**src/rtl/encode_4x2_serial.sv**
```systemverilog
// Purpose : serial 4-to-2 encoder; emits the binary index of each set bit of an
//           accepted event vector, lowest bit first, last beat flagged.
// Latency : first beat the cycle after acceptance; k beats for k set bits, in_ready
//           returns the cycle after the final beat.
// Backpressure: out_ready=0 holds out_idx/out_last and pending; input is refused
//           (in_ready=0) for the whole time a vector is being emitted.
//
// Ports:
//   clk, rst             clock, asynchronous active-high reset
//   in_valid/in_ready    input handshake, in_vec = event vector (bit k -> index k)
//   out_valid/out_ready  output handshake, out_idx = index, out_last = final beat
module encode_4x2_serial #(
   parameter int WIDTH = 4,
   parameter int IDX_W = 2
) (
   input  logic             clk,
   input  logic             rst,
   input  logic             in_valid,
   output logic             in_ready,
   input  logic [WIDTH-1:0] in_vec,
   output logic             out_valid,
   input  logic             out_ready,
   output logic [IDX_W-1:0] out_idx,
   output logic             out_last
);

   typedef enum logic {
      IDLE = 1'b0,
      EMIT = 1'b1
   } state_t;

   state_t           state;
   state_t           state_nxt;
   logic [WIDTH-1:0] pending;
   logic [WIDTH-1:0] pending_nxt;
   logic [WIDTH-1:0] lsb_mask;
   logic [IDX_W-1:0] low_idx;
   logic             one_left;

   // Isolate the lowest set bit of pending; two's-complement trick.
   assign lsb_mask = pending & (~pending + WIDTH'(1));
   // Exactly one bit set: clearing the lowest set bit leaves nothing.
   assign one_left = (pending != '0) && ((pending & ~lsb_mask) == '0);

   // Priority encoder, bit 0 wins: scan from the top so the lowest hit is kept.
   always_comb begin
      low_idx = '0;
      for (int k = WIDTH - 1; k >= 0; k--) begin
         if (pending[k]) begin
            low_idx = IDX_W'(k);
         end
      end
   end

   always_ff @(posedge clk or posedge rst) begin
      if (rst) begin
         state   <= IDLE;
         pending <= '0;
      end else begin
         state   <= state_nxt;
         pending <= pending_nxt;
      end
   end

   // Outputs depend only on state and pending, never directly on inputs.
   always_comb begin
      state_nxt   = state;
      pending_nxt = pending;
      in_ready    = 1'b0;
      out_valid   = 1'b0;
      out_idx     = '0;
      out_last    = 1'b0;

      case (state)
         IDLE: begin
            in_ready = 1'b1;
            // A zero vector is accepted and silently dropped.
            if (in_valid && (in_vec != '0)) begin
               pending_nxt = in_vec;
               state_nxt   = EMIT;
            end
         end
         EMIT: begin
            out_valid = 1'b1;
            out_idx   = low_idx;
            out_last  = one_left;
            if (out_ready) begin
               pending_nxt = pending & ~lsb_mask;
               if (one_left) begin
                  state_nxt = IDLE;
               end
            end
         end
         default: begin
            state_nxt   = IDLE;
            pending_nxt = '0;
         end
      endcase
   end

endmodule
```
**config.mk**
```make
export PLATFORM = sky130hd
export DESIGN_NAME = encode_4x2_serial
export DESIGN_NICKNAME = d
export VERILOG_FILES = /design/src/rtl/encode_4x2_serial.sv
export SDC_FILE = /design/constraint.sdc
export NUM_CORES = 1
export LEC_CHECK = 0
export CORE_AREA = 2 2 39 41
export DETAILED_ROUTE_END_ITERATION = 7
export DIE_AREA = 0 0 41 43
export DONT_BUFFER_PORTS = 1
export PLACE_DENSITY = 0.38
export SETUP_SLACK_MARGIN = 0.5
export SKIP_LAST_GASP = 1
export SLEW_MARGIN = 20
export SYNTH_ARGS = -nofsm -noshare
export SYNTH_HDL_FRONTEND = slang
export SYNTH_SLANG_ARGS = --single-unit
```
**constraint.sdc**
```tcl
create_clock -name clk -period 2.4 [get_ports clk]
set_input_delay 0.48 -clock clk [delete_from_list [all_inputs] [get_ports clk]]
set_output_delay 0.48 -clock clk [all_outputs]
set_load 0.02 [all_outputs]
```
==> run_results.csv, run 1 <==
group,metric,value,unit
status,outcome,"finished, final reports clean",
timing,final_number_of_setup_violating_endpoints,0,
place,hpwl,689,um
global_routing,gr-usage-met2,17.5,%
timing,report.final.slew_viol_count,0,
floorplan,rows,14,
clock_tree,cts.htree.levels,1,
floorplan,dieArea,1760,sq um
timing,tightest_slew,0.422,ns
detailed_routing,drt_iter0_drc,11,
timing,grt_setup_unrepaired,"no",
pwr,power_density,1260,nW/um^2
worst_setup_path,startpoint_type,"flip-flop",
floorplan,die_h,43,um
final_layout,final_nets,55,
global_routing,first_global_vias,319,
pwr,leakage,0.174,nW
worst_setup_path,timing.critical_path.to_type,"output pin",
pwr,design_power_total,0.000540,W
global_routing,grt_use_met3,9.42,%
detailed_routing,drt_pass1_iterations,4,
global_routing,grt_peak_use_layer,"met2",
timing,maxClockFrequency,0.536,GHz
logic_synthesis,postSynth.asyncResetShare,100,%
clock_tree,worst_case_clock_buffer_depth,2,
logic_synthesis,cell_taking_the_most_area_after_synthesis,"sky130_fd_sc_hd__dfrtp_1",
timing,setup_clock_skew_after_layout,0.00227,ns
clock_tree,clock_tree_from_tritoncts,"done",
worst_hold_path,type_of_the_most_critical_hold_path,"input pin to asynchronous set/reset pin",
worst_setup_path,critPathArrivalTime,1.39,ns
global_routing,antenna_found_initial,0,
worst_setup_path,crit_required,1.92,ns
timing,tns,0,ns
final_layout,num_antenna_cells,0,
logic_synthesis,synth.net_count,48,
logic_synthesis,seq_area_frac_synth,37.2,%
global_routing,gr-total-overflow,0,
clock_tree,clock_tree.root_cell,"sky130_fd_sc_hd__clkbuf_4",
logic_synthesis,synth_cell_types,21,
pwr,power.ir.vdd_worst,414,uV
clock_tree,cts.sink_count,5,
final_layout,syn2layout_area_growth,27.1,%
logic_synthesis,cell_area_after_synthesis,337,sq um
logic_synthesis,yosys.cell_count.top_type,"sky130_fd_sc_hd__dfrtp_1",
logic_synthesis,synth.top_cells.by_area,"sky130_fd_sc_hd__dfrtp_1 37%, sky130_fd_sc_hd__nor3_1 5.9%, sky130_fd_sc_hd__nor4b_1 5.2%, sky130_fd_sc_hd__a21oi_1 4.5%, sky130_fd_sc_hd__a221oi_2 4.5%",
clock_tree,ctsHoldBuffers,0,
timing,layout_worst_path_cycle_share,77.8,%
timing,timing.final.crit_period,1.87,ns
global_routing,maximum_number_of_pins_on_one_net_before_global_route_repair,10,
logic_synthesis,synth-seq-cells,5,
worst_setup_path,crit_path_cell_trace,"nor4b_2 -> a211o_1 -> and2_4",
clock_tree,worst_skew_pair.late_latency,0.23,ns
detailed_routing,post-route-drc-count,0,
clock_tree,cts_made_buffers,3,
logic_synthesis,post_synth.cell_area_avg,8.41,sq um
global_routing,global_route_wire_length_before_repair,1.34,mm
logic_synthesis,synth_top_cell_area_share,37.2,%
floorplan,starting_density,24.3,%
floorplan,die_w,41,um
timing,timing.max_slew.rel_slack,71.6,%
detailed_routing,routed_wire_length_per_instance,14.8,um
logic_synthesis,number_of_flops_mapped_to_enable_cells_by_yosys,0,
worst_setup_path,cp_slowest_cell,"sky130_fd_sc_hd__dfrtp_1",
detailed_routing,dr_total_vias,335,
logic_synthesis,cell_types_with_the_highest_counts_after_synthesis,"5 x sky130_fd_sc_hd__dfrtp_1, 4 x sky130_fd_sc_hd__nand2_1, 4 x sky130_fd_sc_hd__nor3_1",
clock_tree,clk_pin_slew,0.04,ns
worst_setup_path,crit_fanout,7,
detailed_routing,antenna_left,0,
global_routing,met1_grt_util,13.1,%
logic_synthesis,synth_flop_cell,"sky130_fd_sc_hd__dfrtp_1",
place,numPortBuffers,0,
logic_synthesis,yosysWarningCount,0,
worst_setup_path,setup.worst_path.class,"flip-flop to output pin",
detailed_routing,via_per_inst,5.40,
floorplan,core_area,1380,sq um
detailed_routing,final_routed_wirelength_across_all_metal_layers,920,um
worst_setup_path,crit_path_max_incr_delay,0.46,ns
place,routabilityCongestion,0.695,
logic_synthesis,synthCells,40,
floorplan,io_pins,13,
job,max_cap_viol_count,0,
timing,finalHoldViolCount,0,
global_routing,overall_routing_resource_usage,12.1,%
final_layout,drive_above_1_share,39.1,%
sequential cells by signal, summed over array words and instances, names as in the netlist:
register and cells:
state 1, pending 4
where the power goes:
| group | internal, W | switching, W | total [W] |
|---|---|---|---|
| sequential | 0.000117 | 0.0000665 | 0.000183 |
| combinational | 0.000115 | 0.000149 | 0.000264 |
| clock | 0.0000626 | 0.0000302 | 0.0000928 |
| total | 0.000294 | 0.000246 | 0.000540 |
layout make-up:
type	instances	area, sq um
inverter	3	15.0
tap	16	20.0
clock buffer	4	26.3
timing repair buffer	3	20.0
sequential	5	130
fill	153	956
multi-input combinational	31	216
per-layer routing:
layer  vias up  part of all wire, %
li1        161                    -
met3         0                  9.7
met4         0                    0
met1       153                   42
met5         -                    0
met2        21                   48
cell usage in the layout (no fill, tap or decap), types with 2 or more instances in the layout:
cell / Yosys / routed
sky130_fd_sc_hd__a21oi_1: 3 / 3
sky130_fd_sc_hd__buf_4: 0 / 2
sky130_fd_sc_hd__clkbuf_4: 0 / 3
sky130_fd_sc_hd__dfrtp_2: 0 / 4
sky130_fd_sc_hd__inv_1: 3 / 2
sky130_fd_sc_hd__nand2_1: 4 / 4
sky130_fd_sc_hd__nor2_1: 3 / 3
sky130_fd_sc_hd__nor3_1: 4 / 3
sky130_fd_sc_hd__nor4_1: 2 / 2
sky130_fd_sc_hd__nor4b_2: 0 / 2
sky130_fd_sc_hd__o21ai_0: 2 / 2
kinds of logic (layout without fill, tap and decap cells):
kind of cell	Yosys count	count (layout)	share of synthesized area, %
and+or+nand+nor	19	19	31.6
AOI/OAI and AO/OA	11	11	24.2
DFF	5	5	37.2
buffers and inverters	4	10	4.46
xor gates and xnor gates	1	1	2.60
through the flow:
| stage | worst slack [ns] | cell area [sq um] | hold slack [ns] | util, % | cells |
|---|---|---|---|---|---|
| after global routing | 0.478 | 428 | 0.0180 | 30.9 | 62 |
| after detailed placement | 0.661 | 360 | 0.280 | 26.0 | 56 |
| after CTS | 0.508 | 397 | 0.0254 | 28.7 | 60 |
| after floorplan | 0.624 | 337 | 0.259 | - | 40 |
| final | 0.533 | 428 | 0.0242 | 30.9 | 62 |
| after global placement | 0.747 | 360 | 0.275 | 26.0 | 56 |
worst max-delay path, delay by kind of cell, from the launching register on:
family / cells / cell delay (ns)
AOI/OAI and AO/OA: 1 / 0.17
DFF: 1 / 0.46
and+or+nand+nor: 2 / 0.52
what timing repair did:
item / CTS / global route
setup endpoints to repair: 3 / 2
buffers inserted: 0 / 2
gates resized for setup: 4 / 6
final timing paths:
path                                  from          to  slack, ns  cells after the start
worst max-delay path            pending[1]    out_last       0.53                      3
worst min-delay path                   rst  pending[2]       0.02                      1
worst max register to register       state  pending[2]       1.02                      3
worst min register to register  pending[1]  pending[1]       0.68                      2
max in group asynchronous              rst  pending[0]       2.19                      1
min in group clk                 out_ready       state       0.35                      1
No activity file was read; power rests on OpenSTA's default activity.
==> run 2, diff against run 1 <==
--- a/config.mk
+++ b/config.mk
@@ -9,7 +9,7 @@
 export DETAILED_ROUTE_END_ITERATION = 7
 export DIE_AREA = 0 0 41 43
 export DONT_BUFFER_PORTS = 1
-export PLACE_DENSITY = 0.38
+export PLACE_DENSITY = 0.39
 export SETUP_SLACK_MARGIN = 0.5
 export SKIP_LAST_GASP = 1
 export SLEW_MARGIN = 20
==> constraint.sdc (replaced) <==
create_clock -name clk -period 1.6 [get_ports clk]
set_input_delay 0.32 -clock clk [delete_from_list [all_inputs] [get_ports clk]]
set_output_delay 0.32 -clock clk [all_outputs]
set_load 0.02 [all_outputs]
==> run_results.csv, run 2 (synthesis gave the netlist of run 1 again) <==
group,metric,value,unit
status,outcome,"finished with violations",
status,failing_checks,"negative setup slack",
final_layout,num_antenna_cells,0,
place,hpwl,688,um
worst_hold_path,type_of_the_most_critical_hold_path,"input pin to flip-flop",
floorplan,rows,14,
floorplan,die_h,43,um
floorplan,dieArea,1760,sq um
worst_setup_path,crit_required,1.28,ns
global_routing,first_global_vias,376,
detailed_routing,final_routed_wirelength_across_all_metal_layers,975,um
final_layout,drive_above_1_share,62.3,%
timing,postLayoutSetupSlackWorst,-0.0202,ns
worst_setup_path,timing.critical_path.to_type,"output pin",
worst_setup_path,startpoint_type,"flip-flop",
worst_setup_path,crit_path_max_incr_delay,0.43,ns
clock_tree,clk_pin_slew,0.04,ns
clock_tree,clock_tree_from_tritoncts,"done",
worst_setup_path,setup.worst_path.class,"flip-flop to output pin",
pwr,leakage,0.225,nW
timing,timing.max_slew.rel_slack,59.2,%
timing,finalHoldViolCount,0,
timing,report.final.slew_viol_count,0,
timing,grt_setup_unrepaired,"yes",
timing,maxClockFrequency,0.617,GHz
detailed_routing,met3RoutedLength,69,um
place,numPortBuffers,0,
place,routabilityCongestion,0.749,
worst_setup_path,crit_fanout,4,
detailed_routing,wl_met2,515,um
global_routing,gr-total-overflow,0,
timing,timing.final.crit_period,1.62,ns
floorplan,die_w,41,um
detailed_routing,dr_total_vias,372,
floorplan,starting_density,24.3,%
clock_tree,cts.htree.levels,1,
worst_setup_path,crit_path_cell_trace,"xor2_1 -> a211o_1 -> and2_4",
global_routing,maximum_number_of_pins_on_one_net_before_global_route_repair,8,
timing,final_number_of_setup_violating_endpoints,1,
timing,tightest_slew,0.606,ns
final_layout,syn2layout_area_growth,64.7,%
clock_tree,worst_case_clock_buffer_depth,2,
global_routing,overall_routing_resource_usage,14.1,%
final_layout,max_flop_register,"pending",
clock_tree,clock_tree.root_cell,"sky130_fd_sc_hd__clkbuf_4",
floorplan,io_pins,13,
global_routing,antenna_found_initial,0,
pwr,power.ir.vdd_worst,688,uV
clock_tree,cts_made_buffers,3,
detailed_routing,routed_wire_length_per_instance,14.1,um
job,max_cap_viol_count,0,
detailed_routing,via_per_inst,5.39,
worst_setup_path,critPathArrivalTime,1.30,ns
global_routing,global_route_wire_length_before_repair,1.64,mm
detailed_routing,drt_pass1_iterations,4,
place,dpl_worst_slack,0.194,ns
final_layout,layout_common_cells,"5 x sky130_fd_sc_hd__dfrtp_2, 5 x sky130_fd_sc_hd__buf_4, 4 x sky130_fd_sc_hd__nand2_1, 3 x sky130_fd_sc_hd__clkbuf_4, 3 x sky130_fd_sc_hd__buf_6",
final_layout,largest_register_ff_count,4,
detailed_routing,maxUsedRoutingLayer,"met4",
timing,setup_clock_skew_after_layout,0.00229,ns
clock_tree,cts.sink_count,5,
worst_setup_path,cp_slowest_cell,"sky130_fd_sc_hd__dfrtp_2",
clock_tree,worst_skew_pair.late_latency,0.24,ns
timing,layout_worst_path_cycle_share,101,%
final_layout,reg_top3,"pending: 4 flops, state: 1 flops",
detailed_routing,drt_iter0_drc,8,
timing,hold-worst-slack,0.190,ns
final_layout,final_nets,62,
pwr,power_density,1890,nW/um^2
detailed_routing,antenna_left,0,
detailed_routing,wl_met1,377,um
detailed_routing,post-route-drc-count,0,
floorplan,core_area,1380,sq um
-- run 2: routing by layer --
layer,global-route usage (%),vias up
met5,0,-
met4,6.00,0
met3,7.33,2
met2,20.9,16
met1,16.4,178
li1,-,176
-- run 2: stage by stage --
| step | instance area [sq um] | setup TNS (ns) | utilization, % | total power, W | instances |
|---|---|---|---|---|---|
| after floorplan | 379 | 0 | - | 0.000607 | 40 |
| after global placement | 400 | 0 | 28.9 | 0.000672 | 57 |
| after detailed placement | 400 | 0 | 28.9 | 0.000678 | 57 |
| after CTS | 533 | -0.0652 | 38.5 | 0.00101 | 68 |
| after global routing | 554 | -0.215 | 40.1 | 0.00113 | 69 |
| final | 554 | -0.0202 | 40.1 | 0.00105 | 69 |
-- run 2: worst max-delay path, delay by kind of cell, from the launching register on --
kind | cells | cell delay (ns)
flip-flops | 1 | 0.43
XOR/XNOR | 1 | 0.17
AO/OA/AOI/OAI | 1 | 0.27
AND/OR/NAND/NOR | 1 | 0.19
-- run 2: final cells by class --
| type | count | area [sq um] |
|---|---|---|
| Clock buffer | 4 | 26.3 |
| Fill cell | 146 | 830 |
| Inverter | 3 | 15.0 |
| Multi-Input combinational cell | 31 | 275 |
| Sequential cell | 5 | 131 |
| Tap cell | 16 | 20.0 |
| Timing Repair Buffer | 10 | 86.3 |
-- run 2: where the power goes --
part | internal [W] | switching [W] | total (W)
clock | 0.0000940 | 0.0000468 | 0.000141
sequential | 0.000177 | 0.0000943 | 0.000271
combinational | 0.000319 | 0.000317 | 0.000636
-- run 2: path summary, 6_finish.rpt --
| check | from | to | slack, ns | depth (start not counted) |
|---|---|---|---|---|
| min reg2reg | pending[1] | pending[1] | 0.64 | 2 |
| min in group asynchronous | rst | state | 0.42 | 2 |
| max | pending[0] | out_last | -0.02 | 3 |
| max in group asynchronous | rst | pending[2] | 1.00 | 2 |
| min | out_ready | state | 0.19 | 1 |
| max reg2reg | state | pending[2] | 0.30 | 5 |
-- run 2: what timing repair did --
action / 4_1_cts / 5_1_grt
endpoints found under the setup margin: 10 / 10
buffers inserted: 6 / 1
pin swaps: 4 / 2
hold buffers: 1 / 0
resized for setup: 13 / 7
hold endpoints to repair: 5 / 0
==> run 3, diff against run 2 <==
--- a/config.mk
+++ b/config.mk
@@ -5,11 +5,14 @@
 export SDC_FILE = /design/constraint.sdc
 export NUM_CORES = 1
 export LEC_CHECK = 0
+export CELL_PAD_IN_SITES_DETAIL_PLACEMENT = 2
+export CELL_PAD_IN_SITES_GLOBAL_PLACEMENT = 2
 export CORE_AREA = 2 2 39 41
+export CTS_CLUSTER_SIZE = 28
 export DETAILED_ROUTE_END_ITERATION = 7
 export DIE_AREA = 0 0 41 43
 export DONT_BUFFER_PORTS = 1
-export PLACE_DENSITY = 0.39
+export PLACE_DENSITY = 0.61
 export SETUP_SLACK_MARGIN = 0.5
 export SKIP_LAST_GASP = 1
 export SLEW_MARGIN = 20
==> run_results.csv, run 3 (synthesis gave the netlist of run 1 again) <==
group,metric,value,unit
status,outcome,"finished with violations",
status,failing_checks,"negative setup slack",
global_routing,gr-total-overflow,0,
final_layout,max_flop_register,"pending",
clock_tree,worst_case_clock_buffer_depth,2,
pwr,leakage,0.288,nW
worst_setup_path,crit_required,1.28,ns
timing,setup_clock_skew_after_layout,0.00679,ns
worst_setup_path,cp_slowest_cell,"sky130_fd_sc_hd__dfrtp_2",
final_layout,layout_common_cells,"15 x sky130_fd_sc_hd__buf_4, 5 x sky130_fd_sc_hd__dfrtp_2, 4 x sky130_fd_sc_hd__nand2_1, 3 x sky130_fd_sc_hd__clkbuf_4, 3 x sky130_fd_sc_hd__buf_6",
floorplan,io_pins,13,
job,max_cap_viol_count,0,
timing,hold-worst-slack,0.187,ns
timing,grt_setup_unrepaired,"yes",
timing,maxClockFrequency,0.617,GHz
clock_tree,worst_skew_pair.late_latency,0.24,ns
floorplan,dieArea,1760,sq um
worst_setup_path,startpoint_type,"flip-flop",
clock_tree,cts_made_buffers,3,
pwr,power_switching,0.000566,W
detailed_routing,drt_iter0_drc,1,
pwr,intPower,0.000756,W
floorplan,core_area,1380,sq um
pwr,power.ir.vdd_worst,868,uV
clock_tree,clock_tree_from_tritoncts,"done",
clock_tree,cts.sink_count,5,
worst_setup_path,worst-r2r-setup-slack,0.22,ns
timing,timing.max_slew.rel_slack,56.7,%
detailed_routing,drt_pass1_iterations,2,
timing,finalHoldViolCount,0,
worst_setup_path,crit_path_cell_trace,"nor4b_2 -> a211o_1 -> and2_4",
timing,layout_worst_path_cycle_share,101,%
timing,final_number_of_setup_violating_endpoints,1,
pwr,power_density,1960,nW/um^2
clock_tree,cts.htree.levels,1,
detailed_routing,antenna_left,0,
detailed_routing,dr_total_vias,416,
global_routing,global_route_wire_length_before_repair,1.95,mm
timing,timing.final.crit_period,1.62,ns
floorplan,die_w,41,um
final_layout,reg_top3,"pending: 4 flops, state: 1 flops",
worst_setup_path,worst_path_dominant_cell_family,"flip-flops",
global_routing,first_global_vias,409,
global_routing,maximum_number_of_pins_on_one_net_before_global_route_repair,9,
pwr,design_power_total,0.00132,W
detailed_routing,via_per_inst,5.27,
worst_setup_path,crit_path_max_incr_delay,0.44,ns
clock_tree,clock_tree.root_cell,"sky130_fd_sc_hd__clkbuf_4",
place,routabilityCongestion,0.740,
worst_setup_path,timing.critical_path.to_type,"output pin",
worst_setup_path,critPathArrivalTime,1.30,ns
pwr,clock_power_share,10.9,%
worst_hold_path,type_of_the_most_critical_hold_path,"input pin to flip-flop",
timing,tightest_slew,0.643,ns
detailed_routing,final_routed_wirelength_across_all_metal_layers,1.45,mm
place,hpwl,785,um
final_layout,final_nets,72,
floorplan,rows,14,
floorplan,die_h,43,um
final_layout,largest_register_ff_count,4,
pwr,p_comb_share,70.1,%
final_layout,layout.cells.most_common,"sky130_fd_sc_hd__buf_4",
final_layout,num_antenna_cells,0,
timing,postLayoutSetupSlackWorst,-0.0207,ns
worst_setup_path,crit_fanout,6,
pwr,seqPwrFrac,19.0,%
final_layout,drive_above_1_share,73.0,%
place,numPortBuffers,0,
pwr,switching_share,42.8,%
global_routing,antenna_found_initial,0,
worst_setup_path,setup.worst_path.class,"flip-flop to output pin",
clock_tree,clk_pin_slew,0.05,ns
floorplan,starting_density,24.3,%
global_routing,overall_routing_resource_usage,16.8,%
detailed_routing,post-route-drc-count,0,
timing,report.final.slew_viol_count,0,
detailed_routing,routed_wire_length_per_instance,18.4,um
final_layout,syn2layout_area_growth,101,%
worst_setup_path,crit_buf_inv,0,
[run 3: cell types whose count changed in the layout (fill, tap and decap cells not counted)]
cell,change
sky130_fd_sc_hd__inv_6,+1
sky130_fd_sc_hd__a21oi_4,+1
sky130_fd_sc_hd__nor4_4,+1
sky130_fd_sc_hd__buf_8,+1
sky130_fd_sc_hd__inv_1,-1
sky130_fd_sc_hd__nor2_4,+1
sky130_fd_sc_hd__a21boi_1,-1
sky130_fd_sc_hd__buf_4,+10
sky130_fd_sc_hd__a21oi_1,-1
sky130_fd_sc_hd__nor4_1,-1
sky130_fd_sc_hd__nor2_2,-1
sky130_fd_sc_hd__clkbuf_2,-1
sky130_fd_sc_hd__a21boi_0,+1
[run 3: final timing paths]
check                                 from          to  cells after the start
worst max-delay path            pending[1]    out_last                      3
worst min-delay path             out_ready       state                      1
worst max register to register  pending[1]       state                      5
worst min register to register  pending[1]  pending[1]                      3
max in group asynchronous              rst  pending[1]                      2
min in group asynchronous              rst  pending[0]                      2
[run 3: layout make-up]
class                   count  area (sq um)
multi-input cells          31           307
well taps                  16          20.0
repair buffers             20           171
clock buffers               4          26.3
flip-flops and latches      5           131
inverters                   3          20.0
fillers                   151           708
[run 3: metrics by stage]
step | instance area (sq um) | std cells | utilization (%) | setup slack (ns) | TNS (ns)
after detailed placement | 408 | 58 | 29.5 | 0.167 | 0
final | 676 | 79 | 48.8 | -0.0207 | -0.0207
after global routing | 676 | 79 | 48.8 | -0.0770 | -0.0879
after CTS | 542 | 70 | 39.2 | -0.0505 | -0.0983
after floorplan | 379 | 40 | - | 0.188 | 0
after global placement | 408 | 58 | 29.5 | 0.205 | 0
[run 3: timing repair]
item / CTS / global route
gates resized for setup: 12 / 16
endpoints found under the setup margin: 10 / 10
setup buffers: 7 / 9
hold endpoints to repair: 5 / 0
pin swaps: 3 / 7
hold buffers: 1 / 0
[run 3: per-layer routing]
| metal | part of all wire [%] | global-route usage [%] | wire, um | up-vias |
|---|---|---|---|---|
| met5 | 0 | 0 | 0 | - |
| met4 | 2.8 | 6.00 | 40 | 0 |
| met3 | 4.1 | 5.76 | 60 | 4 |
| met2 | 57 | 27.2 | 827 | 14 |
| met1 | 36 | 19.5 | 523 | 203 |
| li1 | - | - | - | 195 |
[run 3: power groups by stage]
stage          logic [W]  clock network (W)  registers (W)
6_report        0.000927           0.000145       0.000251
5_1_grt         0.000995           0.000163       0.000258
4_1_cts         0.000622           0.000149       0.000250
3_5_place_dp    0.000443                  0       0.000266
3_3_place_gp    0.000435                  0       0.000257
2_1_floorplan   0.000364                  0       0.000244
[run 3: worst register-to-register path, stage by stage, from the launching register on]
cell                      delay, ns
sky130_fd_sc_hd__dfrtp_2       0.44
sky130_fd_sc_hd__nor4b_2       0.18
sky130_fd_sc_hd__a211o_1       0.28
sky130_fd_sc_hd__buf_4         0.13
sky130_fd_sc_hd__buf_4         0.13
sky130_fd_sc_hd__a31oi_4       0.14
